**config.mk**
```make
export PLATFORM = sky130hd
export DESIGN_NAME = inst_issue_queue_flat
export DESIGN_NICKNAME = d
export VERILOG_FILES = /design/src/rtl/inst_issue_queue_if.sv /design/src/rtl/inst_issue_queue.sv /design/src/flat_wrapper.sv
export SDC_FILE = /design/constraint.sdc
export NUM_CORES = 1
export LEC_CHECK = 0
export ABC_AREA = 1
export BUFFER_PORTS_ARGS = -buffer_cell sky130_fd_sc_hd__buf_2
export CAP_MARGIN = 20
export CORE_ASPECT_RATIO = 1.5
export CORE_MARGIN = 3
export CORE_UTILIZATION = 50
export CTS_BUF_LIST = sky130_fd_sc_hd__clkbuf_4 sky130_fd_sc_hd__clkbuf_8
export CTS_CLUSTER_DIAMETER = 150
export DETAILED_ROUTE_END_ITERATION = 10
export PLACE_DENSITY_LB_ADDON = 0.15
export SYNTH_ARGS = -nofsm -noshare
export SYNTH_HDL_FRONTEND = slang
export SYNTH_SLANG_ARGS = --single-unit
export TNS_END_PERCENT = 30
```
**constraint.sdc**
```tcl
create_clock -name i_clk -period 2.1 [get_ports i_clk]
set_input_delay 0.21 -clock i_clk [delete_from_list [all_inputs] [get_ports i_clk]]
set_output_delay 0.21 -clock i_clk [all_outputs]
set_load 0.01 [all_outputs]
```
**src/rtl/inst_issue_queue_if.sv**
```systemverilog
// Handshake and status bundle between the instruction source/pipeline and the issue queue.
interface inst_issue_queue_if #(
    parameter int unsigned AW = 2,
    parameter int unsigned CW = 16
);
    logic          in_valid;
    logic [7:0]    in_inst;
    logic          in_ready;
    logic          issue_en;
    logic          flush;
    logic [7:0]    issue_inst;
    logic          issue_write;
    logic [AW:0]   count;
    logic          pipe_idle;
    logic [CW-1:0] issued_cnt;

    // Source/pipeline side
    modport master (
        output in_valid, in_inst, issue_en, flush,
        input  in_ready, issue_inst, issue_write, count, pipe_idle, issued_cnt
    );

    // Queue side
    modport slave (
        input  in_valid, in_inst, issue_en, flush,
        output in_ready, issue_inst, issue_write, count, pipe_idle, issued_cnt
    );
endinterface

```
**src/rtl/inst_issue_queue.sv**
```systemverilog
// Instruction issue queue: buffers 8-bit instructions and issues one per cycle (NOP when
// empty, held or flushed), shadowing the pipeline's EX/WB write-enables for pipe_idle.
module inst_issue_queue #(
    parameter int unsigned DEPTH = 4,
    parameter int unsigned AW    = 2,
    parameter int unsigned CW    = 16
) (
    input  logic                  i_clk,
    input  logic                  i_rst,
    inst_issue_queue_if.slave     bus
);
    localparam logic [AW:0] FULL_CNT = (AW+1)'(DEPTH);

    logic [7:0]    r_mem [DEPTH];
    logic [AW-1:0] r_head;
    logic [AW-1:0] r_tail;
    logic [AW:0]   r_count;
    logic          r_ex_sh;
    logic          r_wb_sh;
    logic [CW-1:0] r_issued_cnt;

    logic          w_in_ready;
    logic          w_push;
    logic          w_pop;
    logic [7:0]    w_issue_inst;
    logic          w_issue_write;

    // Handshake, pop decision and issue mux; reset forces a NOP and refuses input
    always_comb begin
        w_in_ready    = i_rst && !bus.flush && (r_count != FULL_CNT);
        w_push        = bus.in_valid && w_in_ready;
        w_pop         = i_rst && bus.issue_en && !bus.flush && (r_count != '0);
        w_issue_inst  = w_pop ? r_mem[r_head] : 8'h00;
        w_issue_write = (w_issue_inst[7:6] != 2'b00);
    end

    // Storage array; contents need no reset since count gates every read
    always_ff @(posedge i_clk) begin
        if (w_push) begin
            r_mem[r_tail] <= bus.in_inst;
        end
    end

    // Pointers and occupancy; flush empties the queue and drops the same-cycle push
    always_ff @(posedge i_clk) begin
        if (!i_rst || bus.flush) begin
            r_head  <= '0;
            r_tail  <= '0;
            r_count <= '0;
        end else begin
            if (w_push) begin
                r_tail <= r_tail + 1'b1;
            end
            if (w_pop) begin
                r_head <= r_head + 1'b1;
            end
            if (w_push && !w_pop) begin
                r_count <= r_count + 1'b1;
            end else if (!w_push && w_pop) begin
                r_count <= r_count - 1'b1;
            end
        end
    end

    // EX/WB write shadows; kept through flush because in-flight writes still land
    always_ff @(posedge i_clk) begin
        if (!i_rst) begin
            r_ex_sh <= 1'b0;
            r_wb_sh <= 1'b0;
        end else begin
            r_ex_sh <= w_issue_write;
            r_wb_sh <= r_ex_sh;
        end
    end

    // Count of issued register-writing instructions, wrapping at 2^CW
    always_ff @(posedge i_clk) begin
        if (!i_rst) begin
            r_issued_cnt <= '0;
        end else if (w_pop && w_issue_write) begin
            r_issued_cnt <= r_issued_cnt + 1'b1;
        end
    end

    assign bus.in_ready    = w_in_ready;
    assign bus.issue_inst  = w_issue_inst;
    assign bus.issue_write = w_issue_write;
    assign bus.count       = r_count;
    assign bus.issued_cnt  = r_issued_cnt;
    assign bus.pipe_idle   = i_rst && (r_count == '0) && !w_issue_write && !r_ex_sh && !r_wb_sh;
endmodule

```
**src/flat_wrapper.sv**
```systemverilog
// flat-port wrapper written by rule: the top's interface ports become plain ports
module inst_issue_queue_flat 
#(
    parameter int unsigned DEPTH = 4,
    parameter int unsigned AW    = 2,
    parameter int unsigned CW    = 16
)
  (i_clk, i_rst, bus_in_valid, bus_in_inst, bus_issue_en, bus_flush, bus_in_ready, bus_issue_inst, bus_issue_write, bus_count, bus_pipe_idle, bus_issued_cnt);
  inst_issue_queue_if #(.AW(AW), .CW(CW)) bus_i ();
  input  logic i_clk;
  input  logic i_rst;
  input wire logic [$bits(bus_i.in_valid)-1:0] bus_in_valid;
  input wire logic [$bits(bus_i.in_inst)-1:0] bus_in_inst;
  input wire logic [$bits(bus_i.issue_en)-1:0] bus_issue_en;
  input wire logic [$bits(bus_i.flush)-1:0] bus_flush;
  output wire logic [$bits(bus_i.in_ready)-1:0] bus_in_ready;
  output wire logic [$bits(bus_i.issue_inst)-1:0] bus_issue_inst;
  output wire logic [$bits(bus_i.issue_write)-1:0] bus_issue_write;
  output wire logic [$bits(bus_i.count)-1:0] bus_count;
  output wire logic [$bits(bus_i.pipe_idle)-1:0] bus_pipe_idle;
  output wire logic [$bits(bus_i.issued_cnt)-1:0] bus_issued_cnt;
  assign bus_i.in_valid = bus_in_valid;
  assign bus_i.in_inst = bus_in_inst;
  assign bus_i.issue_en = bus_issue_en;
  assign bus_i.flush = bus_flush;
  assign bus_in_ready = bus_i.in_ready;
  assign bus_issue_inst = bus_i.issue_inst;
  assign bus_issue_write = bus_i.issue_write;
  assign bus_count = bus_i.count;
  assign bus_pipe_idle = bus_i.pipe_idle;
  assign bus_issued_cnt = bus_i.issued_cnt;
  inst_issue_queue #(.DEPTH(DEPTH), .AW(AW), .CW(CW)) u_core (.i_clk(i_clk), .i_rst(i_rst), .bus(bus_i));
endmodule
```
Word level (Yosys, flattened, before mapping)
Memories as Yosys holds them, arrays and structs flattened. A register that Yosys moved wholly into a read port is not among the register bits.
Cells that the tools add are included.
{ "word_totals": {"memories": 1, "out_inout_bits": 30, "inputBits": 13, "reg_bits": 25, "wordCells": 45, "mem_bits_rw": 32} }
{ "mem_list": {"columns": ["name", "words", "width", "rd", "rd_ports_with_merged_regs", "wr", "line", "source"], "rows": [
  ["u_core.r_mem", 4, 8, 1, 1, 1, "inst_issue_queue.sv:14", "logic [7:0] r_mem [DEPTH];"]
]} }
{ "classes": {"addsub": 5, "mux": 7, "reduce_logical": 25, "eq_ne": 1} }
{ "op_table": {"columns": ["cell", "count"], "rows": [
  ["$add A16 B1 Y16 const B", 1],
  ["$logic_and A1 B1 Y1", 13],
  ["$mux W8", 1],
  ["$logic_not A1 Y1", 7],
  ["$mux W3", 2],
  ["$add A2 B1 Y2 const B", 2],
  ["$mux W2", 2],
  ["$reduce_bool A2 Y1", 2],
  ["$add A3 B1 Y3 const B", 1],
  ["$logic_not A3 Y1", 1],
  ["$ne A3 B3 Y1 const B", 1],
  ["$reduce_bool A3 Y1", 1],
  ["$sub A3 B1 Y3 const B", 1],
  ["$mux W1", 2],
  ["$logic_or A1 B1 Y1", 1]
]} }

Depth between registers and ports, before layout
{ "depth": {"depth_word": 9, "mapped_depth": 11, "depth_no_buf": 11} }

Least setup slack after synthesis
No wires, ideal clock.
{ "synth_timing": {"kind": "reg-to-reg", "start": "register u_core.r_count[0], in the netlist u_core.bus.count[0]", "end": "register u_core.r_count[2], in the netlist u_core.bus.count[2]", "path_slack_ns": 0.108, "required_time_ns": 1.978, "setup_ns": 0.122, "arrival_ns": 1.870, "stages_incl_launch_ff": 12, "cell_sequence": "dfxtp_1 > clkinv_1 > nand3_1 > nand3_2 > inv_1 > ha_1 > inv_1 > fa_1 > a21oi_1 > o21ai_0 > o21ai_0 > a21oi_1"} }
{ "synth_via": {"elab_chain_cells": 6} }
{ "synth_rtl": {"columns": ["item", "line", "source"], "rows": [
  ["start, declared", "inst_issue_queue.sv:17", "logic [AW:0] r_count;"],
  ["start signal, assigned", "inst_issue_queue.sv:58", "r_count <= r_count + 1'b1;"],
  ["start signal, assigned", "inst_issue_queue.sv:60", "r_count <= r_count - 1'b1;"],
  ["$ne A3 B3 Y1 *", "inst_issue_queue.sv:30", "w_in_ready = i_rst && !bus.flush && (r_count != FULL_CNT);"],
  ["$logic_and A1 B1 Y1 *", "inst_issue_queue.sv:30", null],
  ["$logic_and A1 B1 Y1 *", "inst_issue_queue.sv:31", "w_push = bus.in_valid && w_in_ready;"],
  ["via u_core.w_push", "inst_issue_queue.sv:23", "logic w_push;"],
  ["$logic_not A1 Y1", "inst_issue_queue.sv:59", "end else if (!w_push && w_pop) begin"],
  ["$logic_and A1 B1 Y1", "inst_issue_queue.sv:59", null],
  ["$reduce_bool A2 Y1 (no source line)", null, null]
]} }
Mark *: on every way through the listed nets, which the timed path passes. The rest lies on a longest branch. The select of a mux whose other input is x is not followed.
A chain may end at the register's enable or synchronous reset.

==> impl_results.rst <==
.. list-table::
   :header-rows: 1

   * - Metric
     - Value
   * - Number of levels the H-tree was split into
     - 3
   * - Arrival time of the worst setup path
     - 1.76 ns
   * - Type of the setup path with the least slack
     - reg2out
   * - Clock Sink Count
     - 59
   * - Maximum ir drop on the vdd rail
     - 0.518 mV
   * - Total power draw
     - ~2600 uW
   * - DRC viols
     - 0
   * - Max-slew violations
     - 0
   * - FP Rows
     - 33
   * - Total Neg Setup Slack
     - 0 ns
   * - Drt wl/cell
     - 13.4 um
   * - Flop2flop setup slack
     - 0.22 ns
   * - Main synth FF type
     - sky130_fd_sc_hd__edfxtp_1
   * - Worst setup slack before clock tree synthesis
     - 0.122 ns
   * - Status
     - finished clean
   * - Syn Area/Cell
     - between 9 and 10 um^2
   * - Setup-failing EPs final
     - 0
   * - Post-DRT Antenna Nets
     - 0
   * - Most common library cells after synthesis
     - sky130_fd_sc_hd__nor2_1 (53), sky130_fd_sc_hd__nand2_1 (41), sky130_fd_sc_hd__edfxtp_1 (32), sky130_fd_sc_hd__inv_1 (32), sky130_fd_sc_hd__dfxtp_1 (27)
   * - PostCTS Resize Cnt
     - 0
   * - Clock insertion delay at the later pin of the skew report
     - ~0.33 ns
   * - Die area
     - 0.00680 mm^2
   * - Die boundary width
     - ~70 um
   * - Number of max-cap violations
     - 0
   * - Clock tree root driver cell
     - sky130_fd_sc_hd__clkbuf_8
   * - Antenna cells
     - 0
   * - Pin count of the biggest net entering global routing
     - 26
   * - Most frequent cell after synthesis
     - sky130_fd_sc_hd__nor2_1
   * - Met2 track demand over resource in global routing
     - 35.3%
   * - Post-Route Skew
     - 0.00813 ns
   * - Summed instance area of the synthesized netlist
     - 0.00291 mm^2
   * - Proportion of layout cells with a drive suffix above 1
     - 29.2%
   * - Synth warn
     - 0
   * - Overall routed net length
     - 5930 um
   * - Most common cell on crit path
     - sky130_fd_sc_hd__nand2_8
   * - Register bit count reported by yosys
     - slightly below 60
   * - Pwr per Cell Area
     - 750 mW/mm^2
   * - Sort of element at the end of the critical path
     - output pin
   * - IO buf count
     - 42
   * - Routability-driven placement congestion ratio
     - 0.776
   * - Busiest layer in global routing
     - met2
   * - CP delay by family, top
     - flip-flops
   * - Slew at the pin closest to its max-slew limit
     - approximately 0.46 ns
   * - Global-route wire length before repair
     - 9710 um
   * - Minimum setup slack in the final design
     - 0.126 ns
   * - Number of buffers inserted during clock tree synthesis
     - 9
   * - Static leakage power
     - 0.00140 uW
   * - Number of distinct standard cells referenced by the synthesized netlist
     - 37
   * - Remaining global-route overflow
     - 0
   * - Number of enable-type register cells in the synthesized netlist
     - 32
   * - Largest stage delay, worst path
     - 0.60 ns
   * - Starting density of the core
     - a little over half
   * - Master of the slowest instance on the critical path
     - sky130_fd_sc_hd__dfxtp_1
   * - Die Y
     - 99.5 um
   * - GR Layer Usage met1
     - a little under a fifth
   * - Cell types occupying the most area after synthesis
     - sky130_fd_sc_hd__edfxtp_1 (33%), sky130_fd_sc_hd__dfxtp_1 (19%), sky130_fd_sc_hd__nor2_1 (6.8%), sky130_fd_sc_hd__nand2_1 (5.3%), sky130_fd_sc_hd__nand3_1 (4.5%)
   * - Via count of the first global-routing pass
     - ~2200
   * - Layout Cell Area excl Fill
     - 0.00345 mm^2
   * - Crit start category
     - flip-flop
   * - Max Fclk
     - 507 MHz
   * - Number of buffers and inverters on the critical path
     - 2
   * - Total vias in the final route
     - 2215
   * - Global routing met3 resource utilization
     - 6.44%
   * - HPWL reported at the end of detailed placement
     - around 4300 um
   * - Area share of the leading cell type in the synthesized netlist
     - 33.0%
   * - Clock transition at the register clock pins on the worst setup and hold paths after CTS
     - 0.07 ns
   * - Final critical delay including setup and external delays
     - 1.97 ns
   * - RSZ-0062 raised after global routing
     - false
   * - Layout-stage area growth over the synthesis result
     - 18.5%
   * - TritonCTS clock tree
     - yes
   * - Post-layout net count
     - between 300 and 400
   * - Gate count after technology mapping
     - 313
   * - # IOs
     - between 40 and 50
   * - CP Data Required Time
     - 1.89 ns
   * - Hold Vio Cnt, Final
     - 0
   * - Net count of the mapped netlist
     - 333
   * - Synth async-reset ratio
     - 0%
   * - Largest area contributor in the synthesized netlist
     - sky130_fd_sc_hd__edfxtp_1
   * - Drt first-iter violations
     - 48
   * - Area of the core
     - 0.00557 mm^2
   * - Vias per Instance
     - around 5.0
   * - Share of the core filled with cells
     - 61.9%
   * - Kind of path behind the tightest hold check
     - in2reg
   * - Overall routing resource usage
     - between 10% and 20%
   * - Post-place instance area
     - 0.00320 mm^2
   * - Max transition margin
     - 69.5%
   * - Count of hold-fix buffers inserted at cts
     - 0
   * - Sequential cell area fraction in the yosys report
     - 51.5%
   * - Max FO, Critical Path
     - 25
   * - Buffers inserted during post-CTS setup optimization
     - 0
   * - CP Cell Sequence
     - inv_4 -> nand3_1 -> nand2_4 -> nand2_8 -> nand2_8 -> buf_2
   * - Initial antenna violation count
     - 0
   * - Clock Tree Buf Depth
     - 2
   * - Number of search-and-repair iterations in the first detailed-routing pass
     - 4
   * - Fraction of the cycle the final worst path needs
     - 94.0%
-- metrics by stage --
stage	hold slack, ns	instances
2_1_floorplan	0.309	313
3_3_place_gp	0.425	427
3_5_place_dp	0.429	427
4_1_cts	0.0708	443
5_1_grt	0.0730	443
6_report	0.0852	443
-- final timing paths --
kind	startpoint	endpoint	cells past startpoint
max	flip-flop	bus_issue_write	6
min	bus_in_inst[7]	u_core.r_mem[0][7]	1
max reg2reg	u_core.bus.count[0]	u_core.bus.count[2]	10
min reg2reg	u_core.r_ex_sh	u_core.r_wb_sh	2
-- logic make-up after synthesis --
kind of cell             count (synthesis)  share of synthesized area [%]
AND/OR/NAND/NOR                        150                           25.8
flip-flops                              59                           51.5
AO/OA/AOI/OAI                           49                           10.4
buffers and inverters                   46                           8.42
adder cells (fa/ha/maj)                  7                           3.26
XOR/XNOR                                 2                          0.601
-- routing by layer --
metal  part of all wire [%]  vias to the layer above
li1                       -                     1149
met1                     38                     1013
met2                     56                       47
met3                    4.8                        6
met4                    1.3                        0
met5                      0                        -
-- registers in the layout, indices dropped and copies added (netlist names), named ones only --
signal	cells
u_core.bus.count	3
u_core.r_tail	2
u_core.r_wb_sh	1
u_core.r_ex_sh	1
u_core.r_mem	32
u_core.r_head	2
u_core.bus.issued_cnt	16
-- cell usage in the layout (no fill, tap or decap), types with 2 or more instances in the layout --
| cell | count |
|---|---|
| sky130_fd_sc_hd__nor2_1 | 53 |
| sky130_fd_sc_hd__buf_2 | 42 |
| sky130_fd_sc_hd__nand2_1 | 41 |
| sky130_fd_sc_hd__inv_1 | 32 |
| sky130_fd_sc_hd__edfxtp_1 | 32 |
| sky130_fd_sc_hd__nand3_1 | 26 |
| sky130_fd_sc_hd__dfxtp_1 | 26 |
| sky130_fd_sc_hd__o21ai_0 | 17 |
| sky130_fd_sc_hd__a21oi_2 | 14 |
| sky130_fd_sc_hd__a21oi_1 | 13 |
| sky130_fd_sc_hd__nand2_2 | 9 |
| sky130_fd_sc_hd__clkbuf_8 | 9 |
| sky130_fd_sc_hd__buf_4 | 9 |
| sky130_fd_sc_hd__nand4_1 | 6 |
| sky130_fd_sc_hd__ha_1 | 6 |
| sky130_fd_sc_hd__nand2_8 | 4 |
| sky130_fd_sc_hd__inv_2 | 3 |
| sky130_fd_sc_hd__o21ai_1 | 3 |
| sky130_fd_sc_hd__bufinv_16 | 3 |
| sky130_fd_sc_hd__nand3_2 | 2 |
| sky130_fd_sc_hd__nor2_4 | 2 |
| sky130_fd_sc_hd__inv_4 | 2 |
| sky130_fd_sc_hd__nor3_1 | 2 |
| sky130_fd_sc_hd__clkinvlp_4 | 2 |
-- worst reg2reg max path, delay by kind of cell, from the launching register on --
family,cells,cell delay [ns]
and+or+nand+nor,2,0.24
AOI/OAI and AO/OA,4,0.46
adders and majority gates,2,0.54
DFF,1,0.34
buffers and inverters,2,0.19
-- area by class of cell --
cell class	count	area, um^2
Fill cell	516	2120
Multi-Input combinational cell	208	1170
Sequential cell	59	1500
Timing Repair Buffer	51	278
Clock inverter	6	114
Tap cell	70	87.6
Inverter	39	164
Clock buffer	10	131
-- power by group --
group / total, uW / internal, uW / switching, uW
Clock: 1250 / 803 / 451
Sequential: 1230 / 1220 / 5.12
Combinational: 104 / 38.3 / 66.2
Total: 2590 / 2070 / 522
(Power assumes the default switching activity.)
